[src/rtl/seq_bin_to_bcd.sv]
// ---------------------------------------------------------------------------
// seq_bin_to_bcd
//   Sequential binary-to-BCD converter (double dabble, one bit per clock).
//   Takes an unsigned or two's-complement word, converts its magnitude to
//   DIGITS packed BCD digits and reports sign plus a sticky overflow when the
//   magnitude does not fit in DIGITS decimal digits.
//
// Ports
//   clk, rst_n           clock, synchronous active-low reset
//   in_valid / in_ready  operand handshake (in_ready only in IDLE)
//   bin                  binary operand, sampled on the acceptance edge
//   out_valid/out_ready  result handshake (out_valid only in DONE)
//   bcd                  packed BCD, digit k at [4k+3:4k], digit 0 = LSD
//   sign                 operand was negative (always 0 when SIGNED=0)
//   overflow             magnitude >= 10^DIGITS, bcd = magnitude mod 10^DIGITS
// ---------------------------------------------------------------------------

// Per-digit double-dabble correction: digits of 5..9 get +3 so that the
// following left shift carries into the next decade. 4-bit wrap is intended.
module bcd_dab_digit (
  input  logic [3:0] d_i,
  output logic [3:0] d_o
);
  assign d_o = (d_i >= 4'd5) ? (d_i + 4'd3) : d_i;
endmodule

module seq_bin_to_bcd #(
  parameter int BIN_W  = 16,
  parameter int DIGITS = 5,
  parameter int SIGNED = 1
) (
  input  logic                  clk,
  input  logic                  rst_n,
  input  logic                  in_valid,
  output logic                  in_ready,
  input  logic [BIN_W-1:0]      bin,
  output logic                  out_valid,
  input  logic                  out_ready,
  output logic [4*DIGITS-1:0]   bcd,
  output logic                  sign,
  output logic                  overflow
);

  localparam int BCD_W = 4 * DIGITS;
  localparam int CNT_W = $clog2(BIN_W + 1);

  localparam logic [1:0] S_IDLE = 2'd0;
  localparam logic [1:0] S_CONV = 2'd1;
  localparam logic [1:0] S_DONE = 2'd2;

  localparam logic [CNT_W-1:0] CNT_LOAD = CNT_W'(BIN_W);
  localparam logic [CNT_W-1:0] CNT_ONE  = {{(CNT_W-1){1'b0}}, 1'b1};
  localparam logic [BIN_W-1:0] BIN_ONE  = {{(BIN_W-1){1'b0}}, 1'b1};

  // state
  logic [1:0]        state_q,    state_d;
  logic [CNT_W-1:0]  cnt_q,      cnt_d;
  logic [BIN_W-1:0]  mag_q,      mag_d;
  logic [BCD_W-1:0]  work_q,     work_d;
  logic              wsign_q,    wsign_d;
  logic              wovf_q,     wovf_d;
  logic [BCD_W-1:0]  bcd_q,      bcd_d;
  logic              sign_q,     sign_d;
  logic              ovf_q,      ovf_d;

  // datapath helpers
  logic [DIGITS-1:0][3:0] adj;
  logic [BCD_W-1:0]       adj_flat;
  logic [BCD_W-1:0]       work_sh;
  logic                   carry_out;
  logic [BIN_W-1:0]       bin_neg;
  logic                   bin_is_neg;

  // Correction stage, one instance per BCD digit.
  for (genvar g = 0; g < DIGITS; g++) begin : g_dig
    bcd_dab_digit u_dig (
      .d_i (work_q[4*g +: 4]),
      .d_o (adj[g])
    );
  end

  assign adj_flat  = adj;
  // Shift {adjusted work, mag} left by one: the MSB of mag enters digit 0,
  // the top bit of the BCD register falls out and feeds the sticky overflow.
  assign carry_out = adj_flat[BCD_W-1];
  assign work_sh   = {adj_flat[BCD_W-2:0], mag_q[BIN_W-1]};

  // Two's-complement magnitude. For the most-negative value the truncated
  // result is 2^(BIN_W-1), which is the correct unsigned magnitude.
  assign bin_neg    = ~bin + BIN_ONE;
  assign bin_is_neg = (SIGNED != 0) && bin[BIN_W-1];

  assign in_ready  = (state_q == S_IDLE);
  assign out_valid = (state_q == S_DONE);
  assign bcd       = bcd_q;
  assign sign      = sign_q;
  assign overflow  = ovf_q;

  always_comb begin
    state_d = state_q;
    cnt_d   = cnt_q;
    mag_d   = mag_q;
    work_d  = work_q;
    wsign_d = wsign_q;
    wovf_d  = wovf_q;
    bcd_d   = bcd_q;
    sign_d  = sign_q;
    ovf_d   = ovf_q;

    case (state_q)
      S_IDLE: begin
        if (in_valid) begin
          state_d = S_CONV;
          cnt_d   = CNT_LOAD;
          mag_d   = bin_is_neg ? bin_neg : bin;
          work_d  = '0;
          wsign_d = bin_is_neg;
          wovf_d  = 1'b0;
        end
      end

      S_CONV: begin
        work_d = work_sh;
        mag_d  = {mag_q[BIN_W-2:0], 1'b0};
        wovf_d = wovf_q | carry_out;
        cnt_d  = cnt_q - CNT_ONE;
        // Last bit: publish straight from the step result so the output
        // registers change exactly once per conversion.
        if (cnt_q == CNT_ONE) begin
          state_d = S_DONE;
          bcd_d   = work_sh;
          sign_d  = wsign_q;
          ovf_d   = wovf_q | carry_out;
        end
      end

      S_DONE: begin
        if (out_ready) state_d = S_IDLE;
      end

      default: state_d = S_IDLE;
    endcase
  end

  always_ff @(posedge clk) begin
    if (!rst_n) begin
      state_q <= S_IDLE;
      cnt_q   <= '0;
      mag_q   <= '0;
      work_q  <= '0;
      wsign_q <= 1'b0;
      wovf_q  <= 1'b0;
      bcd_q   <= '0;
      sign_q  <= 1'b0;
      ovf_q   <= 1'b0;
    end else begin
      state_q <= state_d;
      cnt_q   <= cnt_d;
      mag_q   <= mag_d;
      work_q  <= work_d;
      wsign_q <= wsign_d;
      wovf_q  <= wovf_d;
      bcd_q   <= bcd_d;
      sign_q  <= sign_d;
      ovf_q   <= ovf_d;
    end
  end

endmodule
[config.mk]
export PLATFORM = sky130hd
export DESIGN_NAME = seq_bin_to_bcd
export DESIGN_NICKNAME = d
export VERILOG_FILES = /design/src/rtl/seq_bin_to_bcd.sv
export SDC_FILE = /design/constraint.sdc
export NUM_CORES = 1
export LEC_CHECK = 0
export ABC_CLOCK_PERIOD_IN_PS = 3300
export BUFFER_PORTS_ARGS = -buffer_cell sky130_fd_sc_hd__buf_2
export CAP_MARGIN = 20
export CORE_UTILIZATION = 56
export DETAILED_ROUTE_END_ITERATION = 12
export PLACE_DENSITY_LB_ADDON = 0.1
export SLEW_MARGIN = 10
export SYNTH_ARGS = -nofsm -noshare
export SYNTH_HDL_FRONTEND = slang
export SYNTH_SLANG_ARGS = --single-unit
[constraint.sdc]
create_clock -name clk -period 3.3 [get_ports clk]
set_clock_uncertainty 0.1 [all_clocks]
set_input_delay 0.33 -clock clk [delete_from_list [all_inputs] [get_ports clk]]
set_output_delay 0.33 -clock clk [all_outputs]
set_load 0.005 [all_outputs]
==> metrics.yaml, run 1 <==
nets: 477
drc: 0
pin_count: 44
critical_path_class: "flip-flop to flip-flop"
setup_viol: 0
grt_first_pass_wirelength_um: 12200
hold_violations: 0
hold_path.class: "input pin to flip-flop"
yosys_most_used_dff: "dfxtp_1"
finalCritPeriodShare_pct: 59.9
drt_iter0_drc: 168
p_total_mw: 1.73
synth_commonest_cells: "67 x dfxtp_1, 59 x nand2_1, 31 x o21ai_0"
antenna_found_initial: 0
async_flop_share_pct: 0
outcome: "finished clean"
yosysWarnings: 0
track_usage_pct: 24.1
clk_path_buf_depth: 2
hold_buffers: 0
wl_per_cell_um: 13.6
synth_area_um2: 3490
final_util_pct: 65.8
clkSinkCount: 67
powerDensity_nw_per_um2: 441
grt_max_degree: 44
cts.repair.resized: 0
ys_seq_area_share_pct: 38.4
htree_levels: 3
startpoint_type: "flip-flop"
antenna_cells: 0
ys_types: 46
synth_area_leaders: "dfxtp_1 38%, nand2_1 6.3%, ha_1 4.7%"
fin_crit_ns: 1.98
ctsRootBufferMaster: "clkbuf_8"
first_pass_iters: 4
setup_tns_ns: 0
leakage_nw: 1.60
tightestPinTransition_ns: 0.651
clock_latency_ns: 0.34
relSlewSlack_pct: 56.6
grt_pass1_vias: 2696
yosys.area.top_type: "dfxtp_1"
post_cts_buffers: 0
globalplace.congestion: 0.807
fillerInstances: 533
dieWidth_um: 81.0
fp.coreArea_um2: 5960
path_clk_slew_ns: 0.07
antenna_left: 0
final_max_slew_viol_count: 0
worstPathArrival_ns: 2.11
rows: 28
cts_buffers: 9
synthCells: 411
fin_hold_ws_ns: 0.209
crit_path_end_kind: "flip-flop"
via_per_inst: 5.54
cp_max_fo: 36
synth_seq_cells: 67
critPathRequiredTime_ns: 3.43
irDropWorstVdd_mv: 0.352
rsz0062_at_grt: "false"
synthesis.nets: 444
die-area_um2: 6560
port_buffers: 43
route.vias.total: 2902
wl_um: 7120
synth_edf_count: 0
drv_cap: 0
synth_top_area_share_pct: 38.4
die_y_um: 81.0
cts_tree: "done"
overflow: 0
layout-drive-gt1-share_pct: 16.0
fmax_mhz: 506
synth_most_common_cell: "dfxtp_1"
initial_core_util_pct: 58.7
area_growth_pct: 12.2
dp_hpwl_um: 4900
avgSynthCellArea_um2: 8.50
[kinds of logic after synthesis]
logic type	share of synthesized area [%]
buf+inv	5.05
compound gates	22.8
fa+ha+maj	4.65
mux	2.01
xor+xnor	3.76
flops	38.4
simple gates	23.3
[power breakdown]
group / switching [mW] / internal, mW / total (mW)
combinational: 0.122 / 0.0789 / 0.201
clock: 0.303 / 0.366 / 0.669
sequential: 0.0205 / 0.839 / 0.859
total: 0.446 / 1.28 / 1.73
[state kept, by name, summed over array words and instances (netlist names)]
signal and cells:
overflow 1, state_q 2, sign 1, wsign_q 1
wovf_q 1, work_q 20, cnt_q 5, bcd 20
mag_q 16
[area by class of cell]
cell class	instances	area (µm²)	area share, %
timing repair buffer	48	253	6.45
clock buffer	11	141	3.61
multi-input combinational	302	1980	50.5
tap	75	93.8	2.39
inverter	16	60.1	1.53
clock inverter	5	52.6	1.34
sequential	67	1340	34.2
[through the flow]
stage	cell area, µm²	cells	setup WS, ns
floorplan	3490	411	1.74
global placement	3730	508	1.42
detailed placement	3730	508	1.32
CTS	3920	524	1.33
global route	3920	524	1.13
finish	3920	524	1.32
[placed cells by master (no fill, tap or decap), drive strengths merged, types with 3 or more instances in the layout]
master / instances
dfxtp: 67
nand2: 60
buf: 48
o21ai: 32
a21oi: 21
a21boi: 21
inv: 16
a22oi: 16
nor2b: 15
and2: 14
xnor2: 13
ha: 13
nand3: 12
nor3b: 12
clkbuf: 11
nor3: 10
o211a: 10
nor2: 8
nand2b: 7
mux2i: 7
a22o: 6
nor4: 3
clkinv: 3
[metal layers]
| metal | vias up | global-route usage (%) | wire length, µm |
|---|---|---|---|
| met3 | 7 | 6.74 | 256 |
| met1 | 1329 | 30.7 | 3400 |
| met2 | 66 | 40.1 | 3380 |
| li1 | 1500 | - | - |
| met4 | 0 | 5.54 | 74 |
| met5 | - | 0 | 0 |
[worst max-delay path, stage by stage (launching register included)]
cell and delay [ns]:
dfxtp_1 0.42, nor2b_2 0.21, buf_4 0.36, and2_1 0.18, buf_4 0.31, nand2_1 0.12
o211a_1 0.14
[path summary, 6_finish.rpt]
check | endpoint | slack (ns) | depth (start not counted) | startpoint
min | mag_q[13] | 0.21 | 3 | bin[13]
max reg2reg | bcd[7] | 1.32 | 6 | state_q[0]
min reg2reg | bcd[13] | 0.35 | 2 | bcd[13]
max | bcd[7] | 1.32 | 6 | state_q[0]
Note: power is estimated with default switching activity, not from simulation.
==> run 2: changes to the inputs <==
ABC_CLOCK_PERIOD_IN_PS = 1600   (was 3300)
CORE_UTILIZATION = 52   (was 56)
clock period = 1.6 ns   (was 3.3 ns; I/O delays follow)
==> metrics.yaml, run 2 (synthesis results as in run 1) <==
hold_buffers: 0
relSlewSlack_pct: 78.2
drt_iter0_drc: 205
die_y_um: 84.0
antenna_cells: 0
globalplace.congestion: 0.771
rows: 29
final_cell_count_no_fill: 571
hold_path.class: "input pin to flip-flop"
crit_path_end_kind: "flip-flop"
final_max_slew_viol_count: 0
top_layer: "met4"
rr_worst_depth: 7
drc: 4
nets: 522
regArea_um2: 1360
initial_core_util_pct: 54.4
final_cell_mix: "59 x nand2_1, 57 x dfxtp_1, 44 x buf_4"
critical_path_class: "flip-flop to flip-flop"
wl_met1_um: 4080
startpoint_type: "flip-flop"
met3WireLength_um: 355
irDropWorstVdd_mv: 0.590
p_total_mw: 3.57
antenna_found_initial: 0
dp_hpwl_um: 5690
cts_tree: "done"
path_clk_slew_ns: 0.07
track_usage_pct: 23.9
tightestPinTransition_ns: 0.325
dieWidth_um: 84.0
layout-drive-gt1-share_pct: 33.2
first_pass_iters: 8
fin_crit_ns: 1.58
final_util_pct: 71.1
leakage_nw: 1.85
placed_cells: 543
hold_violations: 0
htree_levels: 3
wl_met2_um: 4020
powerDensity_nw_per_um2: 782
final_cell_area_um2: 4570
clkSinkCount: 67
ctsRootBufferMaster: "clkbuf_8"
cts_buffers: 9
setup_tns_ns: 0
grt_max_degree: 31
grt_pass1_vias: 2897
fillerInstances: 506
overflow: 0
rsz0062_at_grt: "true"
violations: "design-rule violations"
finalCritPeriodShare_pct: 98.5
worstPathArrival_ns: 1.75
die-area_um2: 7050
fin_hold_ws_ns: 0.0300
dp_worst_setup_slack_ns: -0.124
area_growth_pct: 30.7
outcome: "finished with violations"
clk_path_buf_depth: 2
wl_per_cell_um: 15.0
via_per_inst: 5.60
fmax_mhz: 634
critPathRequiredTime_ns: 1.78
grt_first_pass_wirelength_um: 13400
route.vias.total: 3200
fp.coreArea_um2: 6420
dpl-instance-area_um2: 4000
multi_input_comb_area_um2: 2210
holdPathStages: 3
clock_latency_ns: 0.34
final_common_cell: "nand2_1"
setup_viol: 0
antenna_left: 0
wl_um: 8580
setup_slack_ns: 0.0238
port_buffers: 43
pin_count: 44
drv_cap: 0
cp_max_fo: 3
## run 2: changes by cell type in the layout (fill, tap and decap cells not counted), moves of 6 or more
cell / delta
buf_4: +39
dfxtp_1: -10
ha_1: -10
dfxtp_2: +7
a21oi_1: -6
## run 2: repair_timing
action	in CTS	in global routing
gates resized for setup	13	55
cloned	0	3
pin swaps	3	15
endpoints found under the setup margin	38	51
buffers inserted	0	9
## run 2: cell type report
| type | instances | share of cell area [%] |
|---|---|---|
| multi-input cells | 302 | 48.3 |
| flip-flops and latches | 67 | 29.8 |
| repair buffers | 93 | 14.4 |
| clock buffers | 10 | 3.01 |
| well taps | 77 | 2.11 |
| inverters | 16 | 1.42 |
| clock inverters | 6 | 0.904 |
## run 2: final timing paths
check             from   endpoint  slack, ns
max          work_q[5]     bcd[6]       0.02
min            bin[13]  mag_q[13]       0.03
max reg2reg  work_q[5]     bcd[6]       0.02
min reg2reg     bcd[9]     bcd[9]       0.35
## run 2: per-layer routing
metal | vias up | global-route usage, %
met5 | - | 0
met2 | 84 | 38.9
met4 | 0 | 9.25
met1 | 1500 | 31.3
li1 | 1603 | -
met3 | 13 | 4.45
## run 2: where the power goes
| group | switching [mW] | leakage, nW | internal (mW) |
|---|---|---|---|
| clock network | 0.661 | 0.0843 | 0.600 |
| registers | 0.0472 | 0.549 | 1.73 |
| logic | 0.289 | 1.21 | 0.249 |
## run 2: worst max-delay path, cell delays in order (launching register included)
cell and delay [ns]:
dfxtp_2 0.35, inv_2 0.06, ha_2 0.16, nand2b_4 0.15
a21oi_4 0.18, mux2i_2 0.27, nand2_1 0.09, a21boi_1 0.15
==> run 3: changes to the inputs <==
BUFFER_PORTS_ARGS = -buffer_cell sky130_fd_sc_hd__clkbuf_2   (was -buffer_cell sky130_fd_sc_hd__buf_2)
==> metrics.yaml, run 3 (synthesis results as in run 1) <==
worstPathArrival_ns: 1.77
setup_tns_ns: -0.00402
fillerInstances: 504
globalplace.congestion: 0.799
drt_iter0_drc: 146
clock_latency_ns: 0.34
powerDensity_nw_per_um2: 837
setup_viol: 1
fin_crit_ns: 1.60
grt_max_degree: 34
fin_hold_ws_ns: 0.0239
fmax_mhz: 623
pin_count: 44
clk_path_buf_depth: 2
multi_input_comb_area_um2: 2260
critical_path_class: "flip-flop to flip-flop"
dieWidth_um: 84.0
slowest_delay_ns: 0.33
cts_tree: "done"
critical_path.endpoint: "bcd[18]"
path_cells: "inv_2 > ha_4 > nor4b_4 > and2_4 > clkbuf_16 > nand2_1 > a21boi_1"
track_usage_pct: 23.8
die_y_um: 84.0
hold_buffers: 0
cp.buffers_inverters: 2
path_clk_slew_ns: 0.07
final_cell_mix: "54 x dfxtp_1, 49 x nand2_1, 43 x clkbuf_2"
wl_um: 8870
port_buffers: 43
initial_core_util_pct: 54.4
r2r-end: "bcd[18]"
grt_first_pass_wirelength_um: 13400
p_total_mw: 3.85
rr_worst_depth: 7
rsz0062_at_grt: "true"
dp_hpwl_um: 5450
htree_levels: 3
layout-drive-gt1-share_pct: 35.4
area_growth_pct: 31.7
grt_pass1_vias: 2878
overflow: 0
relSlewSlack_pct: 73.2
antenna_cells: 0
dp_worst_setup_slack_ns: -0.124
leakage_nw: 1.81
critPathRequiredTime_ns: 1.77
clkSinkCount: 67
die-area_um2: 7050
regArea_um2: 1360
antenna_found_initial: 0
r2r_start: "cnt_q[1]"
antenna_left: 0
cp.depth: 7
cpMaxStageDelayCell: "dfxtp_2"
outcome: "finished with violations"
route.vias.total: 3234
wl_per_cell_um: 15.8
cp-startpoint: "cnt_q[1]"
violations: "design-rule violations, negative setup slack"
first_pass_iters: 8
final_common_cell: "dfxtp_1"
drc: 4
crit_path_end_kind: "flip-flop"
irDropWorstVdd_mv: 0.579
cp_max_fo: 8
finalCritPeriodShare_pct: 100
drv_cap: 0
fp.coreArea_um2: 6420
hold_path.class: "input pin to flip-flop"
startpoint_type: "flip-flop"
final_max_slew_viol_count: 0
rrSetupSlack_ns: -0.004
via_per_inst: 5.78
cts_buffers: 9
ctsRootBufferMaster: "clkbuf_8"
setup_slack_ns: -0.00402
nets: 511
hold_violations: 0
tightestPinTransition_ns: 0.401
rows: 29
cpLargestDelayFamily: "simple AND/OR/NAND/NOR gates"
hp-start: "out_ready"
run 3: cell count changes in the layout (fill, tap and decap cells not counted), moves of 4 or more:
cell,change
clkbuf_2,+43
buf_2,-43
nand2_1,-10
buf_4,-13
dfxtp_2,+4
nand2_4,+4
nand2_2,+6
run 3: power breakdown:
part	switching [mW]	internal [mW]	leakage (nW)	total [mW]
clock network	0.669	0.871	0.101	1.54
registers	0.0463	1.73	0.550	1.77
logic	0.293	0.244	1.16	0.537
run 3: worst min-delay path by stage:
stage | end | cells past startpoint | slack (ns)
2_1_floorplan | mag_q[13] | 2 | 0.23
3_3_place_gp | bcd[17] | 2 | 0.34
3_5_place_dp | bcd[10] | 2 | 0.35
4_1_cts | mag_q[13] | 3 | 0.02
5_1_grt | state_q[1] | 3 | 0.03
6_report | state_q[1] | 3 | 0.02
run 3: worst min-delay path, stage by stage:
cell      delay (ns)
clkbuf_2        0.08
nor2b_1         0.04
o21a_1          0.15
run 3: what timing repair did:
action,in CTS,in global routing
endpoints found under the setup margin,42,47
pin swaps,4,14
cloned,0,4
hold endpoints to repair,0,0
resized for setup,16,78
setup buffers,0,6
run 3: stage by stage:
stage                     instance area, µm²  util, %  std cells
after floorplan                         3490        -        411
after global placement                  3940     61.3        534
after CTS                               4210     65.5        550
after detailed placement                3940     61.3        534
final                                   4600     71.7        560
after global routing                    4600     71.7        560
run 3: per-layer routing:
metal  track usage, %  share of wire (%)
met2             39.0                 48
met5                0                  0
met3             4.45                5.3
met4             8.46                1.5
met1             31.2                 45
run 3: area by class of cell:
class | instances | area share (%)
timing repair buffer | 82 | 13.1
tap | 77 | 2.09
clock inverter | 7 | 2.01
multi-input combinational | 302 | 49.2
inverter | 16 | 1.36
clock buffer | 9 | 2.69
sequential | 67 | 29.6
